`src/rtl/analog_conditioner_pkg.sv`:
```
// Shared types and constants for the analog stick conditioner.
package analog_cond_pkg;

    typedef enum logic [2:0] {
        ST_IDLE,
        ST_DZ_X,
        ST_FLT_X,
        ST_DZ_Y,
        ST_FLT_Y,
        ST_COMMIT
    } cond_state_t;

    localparam logic [7:0] CENTER   = 8'h80;
    localparam int         AXIS_MAX = 127;

    typedef logic signed [8:0] axis_t;

    // Signed axis value to offset-binary byte (low 8 bits of v + 0x80).
    function automatic logic [7:0] to_offset(input axis_t v);
        return v[7:0] + CENTER;
    endfunction

endpackage

```
`src/rtl/analog_conditioner_axis_filter.sv`:
```
// Combinational deadzone/clamp/invert and first-order filter step for one axis.
module axis_filter
    import analog_cond_pkg::*;
#(
    parameter int DEADZONE = 8,
    parameter int FILT_K   = 2
) (
    input  logic [7:0] raw,
    input  logic       invert,
    input  axis_t      c_in,
    input  axis_t      f_in,
    output axis_t      c_out,
    output axis_t      f_next
);

    axis_t             v;
    axis_t             mag;
    logic signed [9:0] d;
    logic signed [9:0] s;
    logic signed [9:0] sum;

    always_comb begin
        v = {raw[7], raw};
        if (v == -axis_t'(AXIS_MAX + 1)) begin
            v = -axis_t'(AXIS_MAX);
        end
        mag = v[8] ? -v : v;
        if (mag <= axis_t'(DEADZONE)) begin
            v = '0;
        end
        if (invert) begin
            v = -v;
        end
        c_out = v;
    end

    // Floor shift alone stalls short of the target for small positive d;
    // forcing a unit step makes the filter land exactly on c.
    always_comb begin
        d = {c_in[8], c_in} - {f_in[8], f_in};
        s = d >>> FILT_K;
        if ((d != '0) && (s == '0)) begin
            s = d[9] ? -10'sd1 : 10'sd1;
        end
        sum    = {f_in[8], f_in} + s;
        f_next = sum[8:0];
    end

endmodule

```
`src/rtl/analog_conditioner.sv`:
```
// Once per frame: sample the stick, condition and smooth both axes, commit atomically.
//
// state     | meaning
// ----------+-----------------------------------------------
// ST_IDLE   | wait for vblank rise with enable high
// ST_DZ_X   | deadzone/clamp X into c_reg
// ST_FLT_X  | filter step for X
// ST_DZ_Y   | deadzone/clamp/invert Y into c_reg
// ST_FLT_Y  | filter step for Y
// ST_COMMIT | publish both axes, pulse upd
module analog_conditioner
    import analog_cond_pkg::*;
#(
    parameter int DEADZONE = 8,
    parameter int FILT_K   = 2,
    parameter int INVERT_Y = 1
) (
    input  logic        clk6m,
    input  logic        reset,
    input  logic        vblank,
    input  logic        enable,
    input  logic [15:0] joy_analog,
    output logic [15:0] analog,
    output logic        upd
);

    cond_state_t state;
    cond_state_t state_nxt;

    logic [15:0] sync1;
    logic [15:0] sync2;
    logic        vblank_d;
    logic        rise;
    logic [7:0]  raw_x;
    logic [7:0]  raw_y;
    axis_t       c_reg;
    axis_t       f_x;
    axis_t       f_y;

    logic [7:0]  raw_sel;
    logic        inv_sel;
    axis_t       f_sel;
    axis_t       c_out;
    axis_t       f_next;

    assign rise = vblank & ~vblank_d;

    // Single filter datapath shared by both axes, steered by the FSM state.
    assign raw_sel = (state == ST_DZ_Y) ? raw_y : raw_x;
    assign inv_sel = (state == ST_DZ_Y) && (INVERT_Y != 0);
    assign f_sel   = (state == ST_FLT_Y) ? f_y : f_x;

    axis_filter #(
        .DEADZONE (DEADZONE),
        .FILT_K   (FILT_K)
    ) u_axis_filter (
        .raw    (raw_sel),
        .invert (inv_sel),
        .c_in   (c_reg),
        .f_in   (f_sel),
        .c_out  (c_out),
        .f_next (f_next)
    );

    always_ff @(posedge clk6m) begin
        if (reset) begin
            state <= ST_IDLE;
        end else begin
            state <= state_nxt;
        end
    end

    always_comb begin
        state_nxt = state;
        case (state)
            ST_IDLE:   if (rise) state_nxt = ST_DZ_X;
            ST_DZ_X:   state_nxt = ST_FLT_X;
            ST_FLT_X:  state_nxt = ST_DZ_Y;
            ST_DZ_Y:   state_nxt = ST_FLT_Y;
            ST_FLT_Y:  state_nxt = ST_COMMIT;
            ST_COMMIT: state_nxt = ST_IDLE;
            default:   state_nxt = ST_IDLE;
        endcase
        if (!enable) begin
            state_nxt = ST_IDLE;
        end
    end

    always_ff @(posedge clk6m) begin
        if (reset) begin
            sync1    <= '0;
            sync2    <= '0;
            vblank_d <= 1'b0;
            raw_x    <= '0;
            raw_y    <= '0;
            c_reg    <= '0;
            f_x      <= '0;
            f_y      <= '0;
            analog   <= {CENTER, CENTER};
            upd      <= 1'b0;
        end else begin
            sync1    <= joy_analog;
            sync2    <= sync1;
            vblank_d <= vblank;
            upd      <= 1'b0;
            if (!enable) begin
                f_x    <= '0;
                f_y    <= '0;
                analog <= {CENTER, CENTER};
            end else begin
                case (state)
                    ST_IDLE: begin
                        if (rise) begin
                            raw_x <= sync2[7:0];
                            raw_y <= sync2[15:8];
                        end
                    end
                    ST_DZ_X, ST_DZ_Y: c_reg <= c_out;
                    ST_FLT_X:         f_x   <= f_next;
                    ST_FLT_Y:         f_y   <= f_next;
                    ST_COMMIT: begin
                        analog <= {to_offset(f_x), to_offset(f_y)};
                        upd    <= 1'b1;
                    end
                    default: ;
                endcase
            end
        end
    end

endmodule

```
`config.mk`:
```
export PLATFORM = sky130hd
export DESIGN_NAME = analog_conditioner
export DESIGN_NICKNAME = d
export VERILOG_FILES = /design/src/rtl/analog_conditioner_pkg.sv /design/src/rtl/analog_conditioner_axis_filter.sv /design/src/rtl/analog_conditioner.sv
export SDC_FILE = /design/constraint.sdc
export NUM_CORES = 1
export LEC_CHECK = 0
export ABC_AREA = 1
export CORE_MARGIN = 2
export CORE_UTILIZATION = 50
export CTS_CLUSTER_DIAMETER = 80
export CTS_CLUSTER_SIZE = 12
export DETAILED_ROUTE_END_ITERATION = 7
export HOLD_SLACK_MARGIN = 0.03
export PLACE_DENSITY_LB_ADDON = 0.25
export SETUP_SLACK_MARGIN = 0.02
export SKIP_CTS_REPAIR_TIMING = 1
export SYNTH_ARGS = -nofsm -noshare
export SYNTH_HDL_FRONTEND = slang
export SYNTH_SLANG_ARGS = --single-unit
```
`constraint.sdc`:
```
create_clock -name clk6m -period 4.8 [get_ports clk6m]
set_input_delay 0.48 -clock clk6m [delete_from_list [all_inputs] [get_ports clk6m]]
set_output_delay 0.48 -clock clk6m [all_outputs]
set_load 0.005 [all_outputs]
```
Word-level counts from Yosys, hierarchy flattened --
Index checks and enable logic that the tools add are counted.
Storage, ports and cells: register bits after elaboration 96, bits of input ports 20, output and inout bits 17, word-level logic and storage cells 47
Cells by class: add/subtract/negate cells 6, $lt $le $gt $ge 1, equality and inequality tests 7, muxes and demuxes 11, bitwise operators 3, reductions and logical operators 8
Operators with widths (number):
- 9-bit two-way mux | 7
- 9-bit negator | 2
- 8-bit adder (second input constant) | 2
- 3-bit one-hot mux with 5 select lines | 1
- 10-bit zero test | 1
- 10-bit nonzero test | 1
- 9-bit by 9-bit subtractor with 10-bit output | 1
- 9-bit adder | 1
- 9-bit by 5-bit <= comparator with 1-bit output (second input constant) | 1
- 8-bit equality test (second input constant) | 1
- 8-bit two-way mux | 1
- 3-bit by 2-bit equality test with 1-bit output (second input constant) | 2
- 3-bit equality test (second input constant) | 2
- 2-bit OR reduction | 2
- 3-bit by 1-bit equality test with 1-bit output (second input constant) | 1
- 3-bit zero test | 1
- 3-bit two-way mux | 1
- 3-bit AND reduction | 1
- 2-bit inequality test (second input constant) | 1
- 1-bit inverter | 2
- 2-bit AND reduction | 1
- 1-bit AND | 1
- 1-bit logical AND | 1
- 1-bit two-way mux | 1

Depth between registers and ports, before layout --
depth after elaboration 10, depth in mapped cells 32, depth with buffers taken out 30

Modules after synthesis --
From an unflattened synthesis, not the netlist that was laid out.
Second synthesis, totals: cells, all modules 667, area total of the unflattened synthesis 4653.2 um^2
By module, submodules not included:
- analog_conditioner | times used 1, cells each 464, area each 3479.6 um^2, sequential area each 1921.8 um^2
- axis_filter | times used 1, cells each 203, area each 1173.6 um^2, sequential area each 0.0 um^2

Worst setup path after synthesis --
OpenSTA, ideal clock, no wires.
path type flip-flop to flip-flop, start reg state[0], end reg f_x[6], library setup time 109 ps, data arrival time 3413 ps, required time 4691 ps, setup slack 1278 ps, cell stages (with the launch flop) 33, buffers on the path 3, period minus slack after synthesis 3522 ps, path through dfxtp_1 buf_4 nor2_4 nand2_4 buf_6 clkbuf_1 nand2_1 o21ai_0 ha_1 inv_1 ha_1 inv_1 nand2_1 nand3_2 nand2_2 nand3_1 o21ai_0 xor2_1 inv_1 nand4_1 o21ai_0 ha_1 ha_1 inv_1 nand2_1 nand3_1 nand2_1 nand3_1 nand2_1 nand2_1 nand3_1 nand2_1 inv_1
Between the ends: longest elaborated chain between the ends 7, elaborated cells on any way between the ends 10, classes of those cells add/sub (2); eq/ne (2); mux (3); reduce/logical (3)
RTL lines:
- from (decl) | line analog_conditioner.sv:27 | cond_state_t state;
- from (signal assigned) | line analog_conditioner.sv:69 | state <= state_nxt;
- 3-bit equality test | line analog_conditioner.sv:51 | assign f_sel = (state == ST_FLT_Y) ? f_y : f_x;
- 9-bit two-way mux | line analog_conditioner.sv:51
- 9-bit by 9-bit subtractor with 10-bit output | line analog_conditioner_axis_filter.sv:40 | d = {c_in[8], c_in} - {f_in[8], f_in};
- 10-bit nonzero test or 10-bit zero test (tied branches) | line analog_conditioner_axis_filter.sv:42 | if ((d != '0) && (s == '0)) begin
- 1-bit logical AND | line analog_conditioner_axis_filter.sv:42
- 9-bit two-way mux | line analog_conditioner_axis_filter.sv:42
- 9-bit adder | line analog_conditioner_axis_filter.sv:45 | sum = {f_in[8], f_in} + s;
- to (signal assigned) | line analog_conditioner.sv:119 | ST_FLT_X: f_x <= f_next;
- to (decl) | line analog_conditioner.sv:37 | axis_t f_x;
Several ways; a longest one is shown, not always the timed one. A chain may end at the register's enable or synchronous reset.

Worst setup path in the final report --
start reg state[2], end reg f_x[6]
Same word-level chain as after synthesis.

==> results.md <==
- Status: completed
- Most common library cells after synthesis: inv_1 (127), nand2_1 (124), dfxtp_1 (96)
- Std-Cell Rows: 35
- RSZ-0062 raised after global routing: false
- Worst r2r src: state[2]$_SDFFE_PP0P_
- I/O Buffers: 36
- Worst Path Required: 5070 ps
- Final worst path period share: 0.886
- Hold Path Class: flop to flop
- Startpoint Class: flop
- Net Sw Frac: 0.292
- Worst Tran Pin Value: 1050 ps
- Via-per-instance ratio: 4.88
- Maxcap violations: 0
- Post-DP HPWL: 7.81 mm
- CTS tree: yes
- Seq pwr share: 0.508
- Data arrival, critical path: 4530 ps
- Root buffer cell: clkbuf_8
- Worst-case clock buffer depth: 2
- Via count: 4184
- DRC: 0
- Drt total wl: 10.3 mm
- Final worst path period need: 4250 ps
- Setup Total Neg Slack: 0 ps
- Core Util, Final: 0.588
- Hold Slack: 388 ps
- Initial core utilization: 0.520
- Yosys reg bits: 96
- Final setup violation count: 0
- Synthesis-to-layout area growth: 13.2%
- Clock skew: 14.8 ps
- R2r setup slk: 550 ps
- Clock Power Share: 0.346
- WS Path Type: flop to flop
- Worst Hold Depth: 2
- Antenna Cells: 0
- F_max: 235 MHz
- Hold EP: sync2[13]$_SDFF_PP0_
- Global route overflow: 0
- I/O Pins: 37
- Latest clock arrival within the worst-skew pair: 370 ps
- Max VDD drop: 204 uV
- Critical Path Max Stage Delay: 660 ps
- Fin nets: 759
- Slew Limit Fails: 0
- Post-Synthesis Cells: 697
- Wire per inst: 12.0 um
- Ratio of cells with drive above 1 in the final layout: 0.0768
- Unique masters post-synth: 41
- Synth area leader: dfxtp_1
- Antenna Violating Nets Remaining: 0
- Total GRT Usage: 0.211
- Synth Area per Inst: 6.96 um2
- H-tree Lvls: 3
- Core Footprint: 0.00933 mm2
- Post-synthesis sequential area ratio: 0.396
- Pre-Repair DR Iteration Count: 4
- CTS buffer count: 9
- R2R cell count: 25
- Critical path's top delay family: simple AND/OR/NAND/NOR gates
- Critical R2R Capture: f_x[6]$_SDFFE_PP0N_
- DRT iter0 DRCs: 217
- Clk sinks: 96
- Combinational power share: 0.147
- GPL Wtd Cong: 0.858
- Top cell type's share of synthesized area: 0.396
- Final hold vios: 0
- Chip height: 102 um
- Final Non-Filler Cells: 858
- Top Registers: analog: 16 flops, sync1: 16 flops, sync2: 16 flops
- Worst Path Max Fanout: 30
- Vias in the first global route: 3836
- First-pass GRT wire length: 17.5 mm
- Worst Setup End Kind: flop
- Die Wd: 102 um
- Top cells by area, synth: dfxtp_1 (40%), inv_1 (9.8%), nand2_1 (9.6%)
- CP max stage cell: dfxtp_1
- Cell Area, Synth: 0.00485 mm2
- Ys async rst share: 0
- Power Dens Cells: 299 mW/mm2
- Most numerous cell in the Yosys netlist: inv_1
- Pint: 1160 uW
- Area of the die: 0.0105 mm2
- # placed instances: 842
- Yosys warning total: 0
- Worst-path clk slew: 100 ps
- Slew margin rel.: 0.292
- Leak Pwr: 0.00265 uW
- Ys flop type: dfxtp_1
- Count of flip-flops with a built-in enable after synthesis: 0
- Largest net degree at the start of global routing: 39
- Worst path buffer plus inverter count: 4
- Worst Hold Launch: sync1[13]$_SDFF_PP0_
- P_sw: 479 uW
- Synth Net Count: 732
- Initial antenna violation count: 0
power by group through the flow:
| stage | clock network (uW) | registers [uW] | logic [uW] |
|---|---|---|---|
| 2_1_floorplan | 0 | 847 | 187 |
| 3_3_place_gp | 0 | 852 | 229 |
| 3_5_place_dp | 0 | 853 | 238 |
| 4_1_cts | 577 | 834 | 239 |
| 5_1_grt | 610 | 837 | 275 |
| 6_report | 568 | 834 | 241 |
layout by cell type, fill, tap and decap left out, types with 4 or more instances in the layout:
master,netlist,final
o21ai_0,56,56
nand3_2,8,8
nand4_1,6,6
clkbuf_8,0,9
inv_1,127,127
nand3_1,44,44
inv_2,4,4
nand2_2,15,15
nor2_1,75,75
o21ai_1,5,5
clkdlybuf4s50_1,0,36
o21a_1,5,5
buf_4,2,4
dfxtp_1,96,96
xor2_1,6,6
a21oi_1,53,53
nor3_1,6,6
nand2_1,124,124
ha_1,15,15
how the worst max path moves through the flow:
stage | startpoint | to | slack, ps | cells after the start
6_report | state[2]$_SDFFE_PP0P_ | f_x[6]$_SDFFE_PP0N_ | 550 | 25
5_1_grt | state[2]$_SDFFE_PP0P_ | f_x[6]$_SDFFE_PP0N_ | 110 | 26
4_1_cts | state[2]$_SDFFE_PP0P_ | f_x[6]$_SDFFE_PP0N_ | 570 | 25
3_5_place_dp | state[2]$_SDFFE_PP0P_ | f_x[6]$_SDFFE_PP0N_ | 660 | 25
3_3_place_gp | state[2]$_SDFFE_PP0P_ | f_x[6]$_SDFFE_PP0N_ | 810 | 23
2_1_floorplan | state[0]$_SDFFE_PP0P_ | f_x[6]$_SDFFE_PP0N_ | 1280 | 32
cells by family (layout without fill, tap and decap cells):
family          after synthesis  after routing  share of synthesized area
xor+xnor                      7              7                     0.0155
flops                        96             96                      0.396
simple gates                288            288                      0.268
compound gates              134            134                      0.151
fa+ha+maj                    15             15                     0.0387
buf+inv                     157            189                      0.130
per-layer routing:
| metal | wire length [um] | GRT usage | vias to the layer above |
|---|---|---|---|
| li1 | - | - | 2248 |
| met3 | 457 | 0.0404 | 13 |
| met2 | 4370 | 0.314 | 82 |
| met1 | 5310 | 0.307 | 1841 |
| met5 | 0 | 0 | - |
| met4 | 149 | 0.0687 | 0 |
final cells by class:
class	count	area, um2
Fill cell	877	3840
Multi-Input combinational cell	444	2300
Sequential cell	96	1920
Inverter	133	502
Timing Repair Buffer	40	390
Tap cell	129	161
Clock buffer	9	124
Clock inverter	7	92.6
stage by stage:
| stage | power [uW] | area (um2) | setup slack, ps |
|---|---|---|---|
| floorplan | 1030 | 4850 | 1280 |
| global placement | 1080 | 5270 | 809 |
| detailed placement | 1090 | 5270 | 656 |
| CTS | 1650 | 5490 | 569 |
| global route | 1720 | 5490 | 113 |
| finish | 1640 | 5490 | 545 |
tightest hold or removal path: stages (launching register included):
cell	delay [ps]
dfxtp_1	310
inv_1	40
nor2_1	30
Power figures use the tool's default switching activity.
